$ cat config.mk
export PLATFORM = sky130hd
export DESIGN_NAME = rv32e_mem_arbiter_flat
export DESIGN_NICKNAME = d
export VERILOG_FILES = /design/src/rtl/rv32e_mem_arbiter_if.sv /design/src/rtl/rv32e_mem_arbiter.sv /design/src/flat_wrapper.sv
export SDC_FILE = /design/constraint.sdc
export NUM_CORES = 1
export LEC_CHECK = 0
export ABC_AREA = 0
export BUFFER_PORTS_ARGS = -buffer_cell sky130_fd_sc_hd__clkbuf_2
export CORE_AREA = 3 3 102 104
export CTS_BUF_LIST = sky130_fd_sc_hd__clkbuf_4
export CTS_CLUSTER_SIZE = 20
export DETAILED_ROUTE_END_ITERATION = 8
export DIE_AREA = 0 0 105 107
export PLACE_DENSITY = 0.95
export SYNTH_ARGS = -nofsm -noshare
export SYNTH_HDL_FRONTEND = slang
export SYNTH_SLANG_ARGS = --single-unit
$ cat constraint.sdc
create_clock -name clk -period 4.7 [get_ports clk]
set_input_delay 1.175 -clock clk [delete_from_list [all_inputs] [get_ports clk]]
set_output_delay 1.175 -clock clk [all_outputs]
set_load 0.005 [all_outputs]
$ cat src/rtl/rv32e_mem_arbiter_if.sv
// Bus bundle between N_REQ cores, the memory arbiter and the shared data RAM.
// The arbiter takes the slave modport; the core/RAM side takes master.
interface rv32e_mem_arbiter_if #(
  parameter int N_REQ = 2,
  parameter int AW    = 32,
  parameter int DW    = 32
);
  logic [N_REQ-1:0]    req_valid;
  logic [N_REQ*AW-1:0] req_addr;
  logic [N_REQ*DW-1:0] req_wdata;
  logic [N_REQ-1:0]    req_write;
  logic [N_REQ-1:0]    req_ack;
  logic [N_REQ-1:0]    req_stall;
  logic [DW-1:0]       req_rdata;
  logic [AW-1:0]       mem_addr_bus;
  logic [DW-1:0]       mem_write_data_bus;
  logic                mem_write_signal;
  logic [DW-1:0]       mem_read_data_bus;

  modport slave (
    input  req_valid, req_addr, req_wdata, req_write, mem_read_data_bus,
    output req_ack, req_stall, req_rdata,
           mem_addr_bus, mem_write_data_bus, mem_write_signal
  );

  modport master (
    output req_valid, req_addr, req_wdata, req_write, mem_read_data_bus,
    input  req_ack, req_stall, req_rdata,
           mem_addr_bus, mem_write_data_bus, mem_write_signal
  );
endinterface

$ cat src/rtl/rv32e_mem_arbiter.sv
// Round-robin arbiter sharing one single-port data RAM among N_REQ cores.
// Each access takes IDLE -> ISSUE -> DONE, acked one cycle after DONE.
module rv32e_mem_arbiter #(
  parameter int N_REQ = 2,
  parameter int AW    = 32,
  parameter int DW    = 32
) (
  input  logic                 clk,
  input  logic                 reset,
  rv32e_mem_arbiter_if.slave   bus
);

  localparam int          IW = (N_REQ > 1) ? $clog2(N_REQ) : 1;
  localparam int unsigned NU = N_REQ;

  typedef enum logic [1:0] {
    IDLE  = 2'd0,
    ISSUE = 2'd1,
    DONE  = 2'd2
  } state_t;

  state_t          state, state_next;
  logic [IW-1:0]   last_grant, winner, pick, cand;
  logic            pick_found;
  logic [AW-1:0]   lat_addr;
  logic [DW-1:0]   lat_wdata;
  logic            lat_write;
  logic [N_REQ-1:0] ack;
  logic [DW-1:0]   rdata;

  // Search starts one past the last winner so every core gets a turn.
  always_comb begin
    pick       = '0;
    pick_found = 1'b0;
    cand       = '0;
    for (int unsigned k = 1; k <= NU; k++) begin
      cand = IW'((32'(last_grant) + k) % NU);
      if (!pick_found && bus.req_valid[cand]) begin
        pick       = cand;
        pick_found = 1'b1;
      end
    end
  end

  always_comb begin
    state_next = state;
    case (state)
      IDLE:    if (pick_found) state_next = ISSUE;
      ISSUE:   state_next = DONE;
      DONE:    state_next = IDLE;
      default: state_next = IDLE;
    endcase
  end

  always_comb begin
    bus.req_ack            = ack;
    bus.req_rdata          = rdata;
    bus.req_stall          = bus.req_valid & ~ack;
    bus.mem_addr_bus       = '0;
    bus.mem_write_data_bus = '0;
    bus.mem_write_signal   = 1'b0;
    case (state)
      ISSUE: begin
        bus.mem_addr_bus       = lat_addr;
        bus.mem_write_data_bus = lat_wdata;
        // Gated by reset so a store aborted mid-ISSUE never reaches the RAM.
        bus.mem_write_signal   = lat_write & reset;
      end
      DONE: begin
        bus.mem_addr_bus       = lat_addr;
        bus.mem_write_data_bus = lat_wdata;
      end
      default: ;
    endcase
  end

  always_ff @(posedge clk) begin
    if (!reset) begin
      state      <= IDLE;
      last_grant <= IW'(N_REQ - 1);
      winner     <= '0;
      ack        <= '0;
      rdata      <= '0;
      lat_addr   <= '0;
      lat_wdata  <= '0;
      lat_write  <= 1'b0;
    end else begin
      state <= state_next;
      ack   <= '0;
      case (state)
        IDLE: begin
          if (pick_found) begin
            winner    <= pick;
            lat_addr  <= bus.req_addr[32'(pick)*AW +: AW];
            lat_wdata <= bus.req_wdata[32'(pick)*DW +: DW];
            lat_write <= bus.req_write[pick];
          end
        end
        DONE: begin
          rdata       <= bus.mem_read_data_bus;
          ack[winner] <= 1'b1;
          last_grant  <= winner;
        end
        default: ;
      endcase
    end
  end

endmodule

$ cat src/flat_wrapper.sv
// flat-port wrapper written by rule: the top's interface ports become plain ports
module rv32e_mem_arbiter_flat 
#(
  parameter int N_REQ = 2,
  parameter int AW    = 32,
  parameter int DW    = 32
)
  (clk, reset, bus_req_valid, bus_req_addr, bus_req_wdata, bus_req_write, bus_mem_read_data_bus, bus_req_ack, bus_req_stall, bus_req_rdata, bus_mem_addr_bus, bus_mem_write_data_bus, bus_mem_write_signal);
  rv32e_mem_arbiter_if #(.N_REQ(N_REQ), .AW(AW), .DW(DW)) bus_i ();
  input  logic clk;
  input  logic reset;
  input wire logic [$bits(bus_i.req_valid)-1:0] bus_req_valid;
  input wire logic [$bits(bus_i.req_addr)-1:0] bus_req_addr;
  input wire logic [$bits(bus_i.req_wdata)-1:0] bus_req_wdata;
  input wire logic [$bits(bus_i.req_write)-1:0] bus_req_write;
  input wire logic [$bits(bus_i.mem_read_data_bus)-1:0] bus_mem_read_data_bus;
  output wire logic [$bits(bus_i.req_ack)-1:0] bus_req_ack;
  output wire logic [$bits(bus_i.req_stall)-1:0] bus_req_stall;
  output wire logic [$bits(bus_i.req_rdata)-1:0] bus_req_rdata;
  output wire logic [$bits(bus_i.mem_addr_bus)-1:0] bus_mem_addr_bus;
  output wire logic [$bits(bus_i.mem_write_data_bus)-1:0] bus_mem_write_data_bus;
  output wire logic [$bits(bus_i.mem_write_signal)-1:0] bus_mem_write_signal;
  assign bus_i.req_valid = bus_req_valid;
  assign bus_i.req_addr = bus_req_addr;
  assign bus_i.req_wdata = bus_req_wdata;
  assign bus_i.req_write = bus_req_write;
  assign bus_i.mem_read_data_bus = bus_mem_read_data_bus;
  assign bus_req_ack = bus_i.req_ack;
  assign bus_req_stall = bus_i.req_stall;
  assign bus_req_rdata = bus_i.req_rdata;
  assign bus_mem_addr_bus = bus_i.mem_addr_bus;
  assign bus_mem_write_data_bus = bus_i.mem_write_data_bus;
  assign bus_mem_write_signal = bus_i.mem_write_signal;
  rv32e_mem_arbiter #(.N_REQ(N_REQ), .AW(AW), .DW(DW)) u_core (.clk(clk), .reset(reset), .bus(bus_i));
endmodule
======== Yosys cells after proc, flatten, opt, wreduce, memory -nomap -nowiden ========
Index checks and enable logic that the tools add are counted.
word-level totals
  register bits ........................... 103
  output and inout bits ................... 101
  word-level logic and storage cells ...... 47
operators by class
  shift operators ......................... 2
  add/subtract/negate cells ............... 2
  order comparisons ....................... 5
  bitwise operators ....................... 3
  reductions and logical operators ........ 7
  equal/unequal tests ..................... 3
  muxes and demuxes ....................... 17
operator list
  operator                                                                 count
  64-bit by 7-bit indexed part select with 32-bit output                   2
  32-bit two-way mux                                                       2
  1-bit two-way mux                                                        12
  1-bit by 2-bit < comparator with 1-bit output, second input constant     4
  2-bit one-hot mux with 2 select lines                                    1
  2-bit AND reduction                                                      2
  1-bit adder, second input constant                                       2
  2-bit bitwise AND                                                        1
  2-bit by 1-bit == test with 1-bit output, second input constant          1
  2-bit == test, second input constant                                     1
  1-bit logical AND                                                        2
  2-bit logical NOT                                                        1
  2-bit two-way mux                                                        1
  2-bit by 1-bit inequality test with 1-bit output, second input constant  1
  2-bit inverter                                                           1
  2-bit OR reduction                                                       1
  1-bit bitwise AND                                                        1
  1-bit demux with 1-bit select                                            1
  1-bit greater-or-equal comparator, second input constant                 1
  1-bit logical NOT                                                        1

======== Logic depth before layout (Yosys ltp) ========
  depth after elaboration ................. 9
  mapped depth ............................ 7

======== Worst setup path before layout ========
Ideal clock, no wire load.
  path kind ............................... input-to-output
  start ................................... input port reset
  end ..................................... output port bus_mem_write_signal
  stages .................................. 2
  data arrival time ....................... 1.576 ns
  buffers on the path ..................... 1
  required time ........................... 3.525 ns
  setup slack ............................. 1.949 ns
  cells stage by stage .................... clkbuf_1 -> and3_1
between the ends
  word-level cells in the longest chain between the ends .. 2
ends and longest elaborated chain
  what               line                     RTL
  start, declared    flat_wrapper.sv:11       input logic reset;
  1-bit bitwise AND  rv32e_mem_arbiter.sv:67  bus.mem_write_signal = lat_write & reset;
  1-bit two-way mux  rv32e_mem_arbiter.sv:62  case (state)
  end, declared      flat_wrapper.sv:22       output wire logic [$bits(bus_i.mem_write_signal)-1:0] bus_mem_write_signal;
No other way between the ends.

======== Final worst setup path ========
  start ................................... register u_core.state[0]
  end ..................................... output port bus_mem_addr_bus[15]
between the ends
  word-level cells in the longest chain between the ends .. 3
  elaborated cells on any way between the ends .. 4
  classes of those cells .................. eq/ne (2); mux (1); reduce/logical (1)
ends and longest elaborated chain
  what                                                                              line                     RTL
  start, declared                                                                   rv32e_mem_arbiter.sv:22  state_t state, state_next;
  start signal, assigned                                                            rv32e_mem_arbiter.sv:88  state <= state_next;
  2-bit by 1-bit == test with 1-bit output / 2-bit == test (equally long branches)  rv32e_mem_arbiter.sv:62
  2-bit OR reduction (no source line) *                                             -
  32-bit two-way mux *                                                              rv32e_mem_arbiter.sv:62
  end, declared                                                                     flat_wrapper.sv:20       output wire logic [$bits(bus_i.mem_addr_bus)-1:0] bus_mem_addr_bus;
Mark *: on every way between the ends. The rest lies on a longest branch, timed or not.

==> implementation parameters <==
Parameter                              Value

Layout
  Number of inserted filler cells in the final layout    854
  Antenna diode instance count    0
  Synth-to-layout area growth    30.4%
  Post-route insts no fill    934
  Ratio of cells with drive above 1 in the final layout    0.365
  Layout Cell Area excl Fill    6060 µm²
  Number of nets at the end of the flow    965

Place
  Final weighted congestion in routability-driven placement    0.849
  Inst Count DP    918
  Count of input and output buffers    266
  Worst slack at placement    1650 ps
  Post-Place Cell Area    5930 µm²
  Estimated wirelength of the detail-placed design    10000 µm

Clock network
  Gates resized, CTS repair    0
  Number of buffers inserted during clock tree synthesis    9
  Clock-pin transition on the worst setup and hold timing paths    180 ps
  Clock net sink count    103
  Maximum buffer depth of the clock tree    2
  CTS tree    yes
  Clock H-tree levels    3
  CTS Hold Bufs    0
  Insertion delay to the later sink of the worst-skew pair    450 ps
  Postcts setup bufs    0
  Clock Tree Root    clkbuf_4

Worst hold path
  Class of the tightest hold or removal check    reg -> reg

Worst setup path
  Sort of element at the end of the critical path    output port
  Arrival @ worst endpoint    2390 ps
  Setup crit start kind    flip-flop
  Setup slack, reg-to-reg    2580 ps
  Critical path peak fanout    34
  Data required time at the worst endpoint    3520 ps
  Category of the critical setup timing path    reg -> out

Synth
  Avg Inst Size Synth    8.24 µm²
  Share of synthesized area spent on multiplexers    0.0732
  Post-synth EDFFs    0
  Area fraction in and, or, nand and nor cells after synthesis    0.194
  Fraction of the mapped netlist area in adder cells    0.00808
  Total of flip-flops plus latches after synthesis    103
  Ys async rst share    0
  Synth Warn #    0
  Post-synthesis net count    733
  Most instantiated library cell after synthesis    a21oi_1
  Top area cells in the synthesized netlist    dfxtp_1, a21oi_1, and2_1
  Compound-Gate Fraction of Synth Area    0.221
  Cell area after technology mapping    4650 µm²
  Largest area contributor in the synthesized netlist    dfxtp_1
  Synth Instances    564
  Xor/xnor share of the synthesized area    0
  Area share of the largest cell type after synthesis    0.444
  Most numerous cell types in the synthesized netlist    a21oi_1, dfxtp_1, nand2_1, and2_1, o21ai_0
  Largest family of logic cells by synthesized area    compound AO/OA/AOI/OAI gates
  Predominant post-synthesis flop cell    dfxtp_1
  Library cells used by synthesis    23
  Register area share after synthesis    0.444

Power and ir drop
  Tot Pwr    1900 µW
  Leakage power    0.00294 µW
  Peak supply drop    0.154 mV
  PwrDens    314 nW/µm²

Timing
  Final TNS setup    0 ps
  Clock skew    24.9 ps
  Final setup violation count    0
  Final worst slack    1140 ps
  Final count of pins violating max slew    0
  Total count of hold-check failures in the final report    0
  Slew at the pin with the worst max-slew slack    1090 ps
  Rel. slew slack    0.272
  Highest achievable clock rate    0.281 GHz
  Minimum clock period after layout    3560 ps
  Setup repair after global routing missed its margin    no
  Fraction of the cycle the final worst path needs    0.757

Status
  Outcome    finished clean

Die
  Row cnt    36
  Placeable core region    9640 µm²
  Initial Utilization    0.482
  Boundary Pins    267
  Height of the die    107 µm
  Die Outline Area    11,200 µm²
  Width of the die    105 µm

GRT
  Pin count of the biggest net entering global routing    104
  Congestion Overflow GR    0
  Global-route wire length before repair    21,600 µm
  Vias in the first global route    4,549
  Overall fraction of global-route tracks in use    0.234
  Initial antenna violation count    0

Routing
  DRC violation count after routing    0
  Number of vias in the routed layout    4,784
  First drt pass iteration count    5
  Starting DRC count in detailed routing    313
  DRT antenna net count    0
  Final wirelength    13,800 µm
  Routed length per instance    14.7 µm
  Detail-routed via count per cell    5.12

Flow run
  Max-capacitance violation count    0
-- cell type report --
type	instances	area (µm²)	area share
clock buffer	10	75.1	0.0124
multi-input combinational	409	2330	0.384
sequential	103	2060	0.340
tap	133	166	0.0275
inverter	2	7.51	0.00124
clock inverter	6	53.8	0.00888
timing repair buffer	271	1370	0.226
-- layer usage --
layer  share of wire  vias up  track usage
met2            0.49      235        0.405
met5               0        -            0
met3           0.077       36       0.0494
li1                -     2357            -
met1            0.40     2156        0.281
met4           0.031        0        0.103
-- logic make-up (layout without fill, tap and decap cells) --
family | after synthesis | after routing
DFF | 103 | 103
AOI/OAI and AO/OA | 201 | 201
muxes | 34 | 34
buffers and inverters | 52 | 289
adders and majority gates | 3 | 3
and+or+nand+nor | 171 | 171
-- state kept, by name (all words and copies together), names as in the netlist --
register	cells
u_core.winner	1
u_core.bus.req_rdata	32
u_core.lat_write	1
u_core.lat_addr	32
u_core.state	2
u_core.lat_wdata	32
u_core.bus.req_ack	2
u_core.last_grant	1
-- critical path, stage by stage (launching register included) --
cell      delay [ps]
dfxtp_1          400
inv_1             80
ha_1             730
buf_4            410
and2_1           210
clkbuf_2         120
-- worst paths after layout --
kind	endpoint	from	cells after the start
max	bus_mem_addr_bus[15]	u_core.state[0]	5
min	u_core.bus.req_ack[0]	u_core.winner	1
max reg2reg	u_core.lat_addr[0]	u_core.state[0]	5
min reg2reg	u_core.bus.req_ack[0]	u_core.winner	1
-- metrics by stage --
stage | util | hold WS [ps]
2_1_floorplan | - | 421
3_3_place_gp | 0.616 | 440
3_5_place_dp | 0.616 | 468
4_1_cts | 0.629 | 518
5_1_grt | 0.629 | 544
6_report | 0.629 | 525
-- layout by cell type, fill, tap and decap left out, drive strengths merged, types with 2 or more instances in the layout --
master    instances
nor2b            36
a21oi           130
clkbuf          276
nand2            67
ha                3
inv               4
mux2i            34
o21ai            66
and2             64
dfxtp           103
buf               5
and3              2
clkinvlp          3
-- where the power goes --
part	total, µW	leakage (µW)	switching, µW	internal (µW)
Clock	426	0.0000627	303	123
Sequential	1010	0.000849	42.4	963
Combinational	473	0.00203	263	210
(Power assumes the default switching activity.)
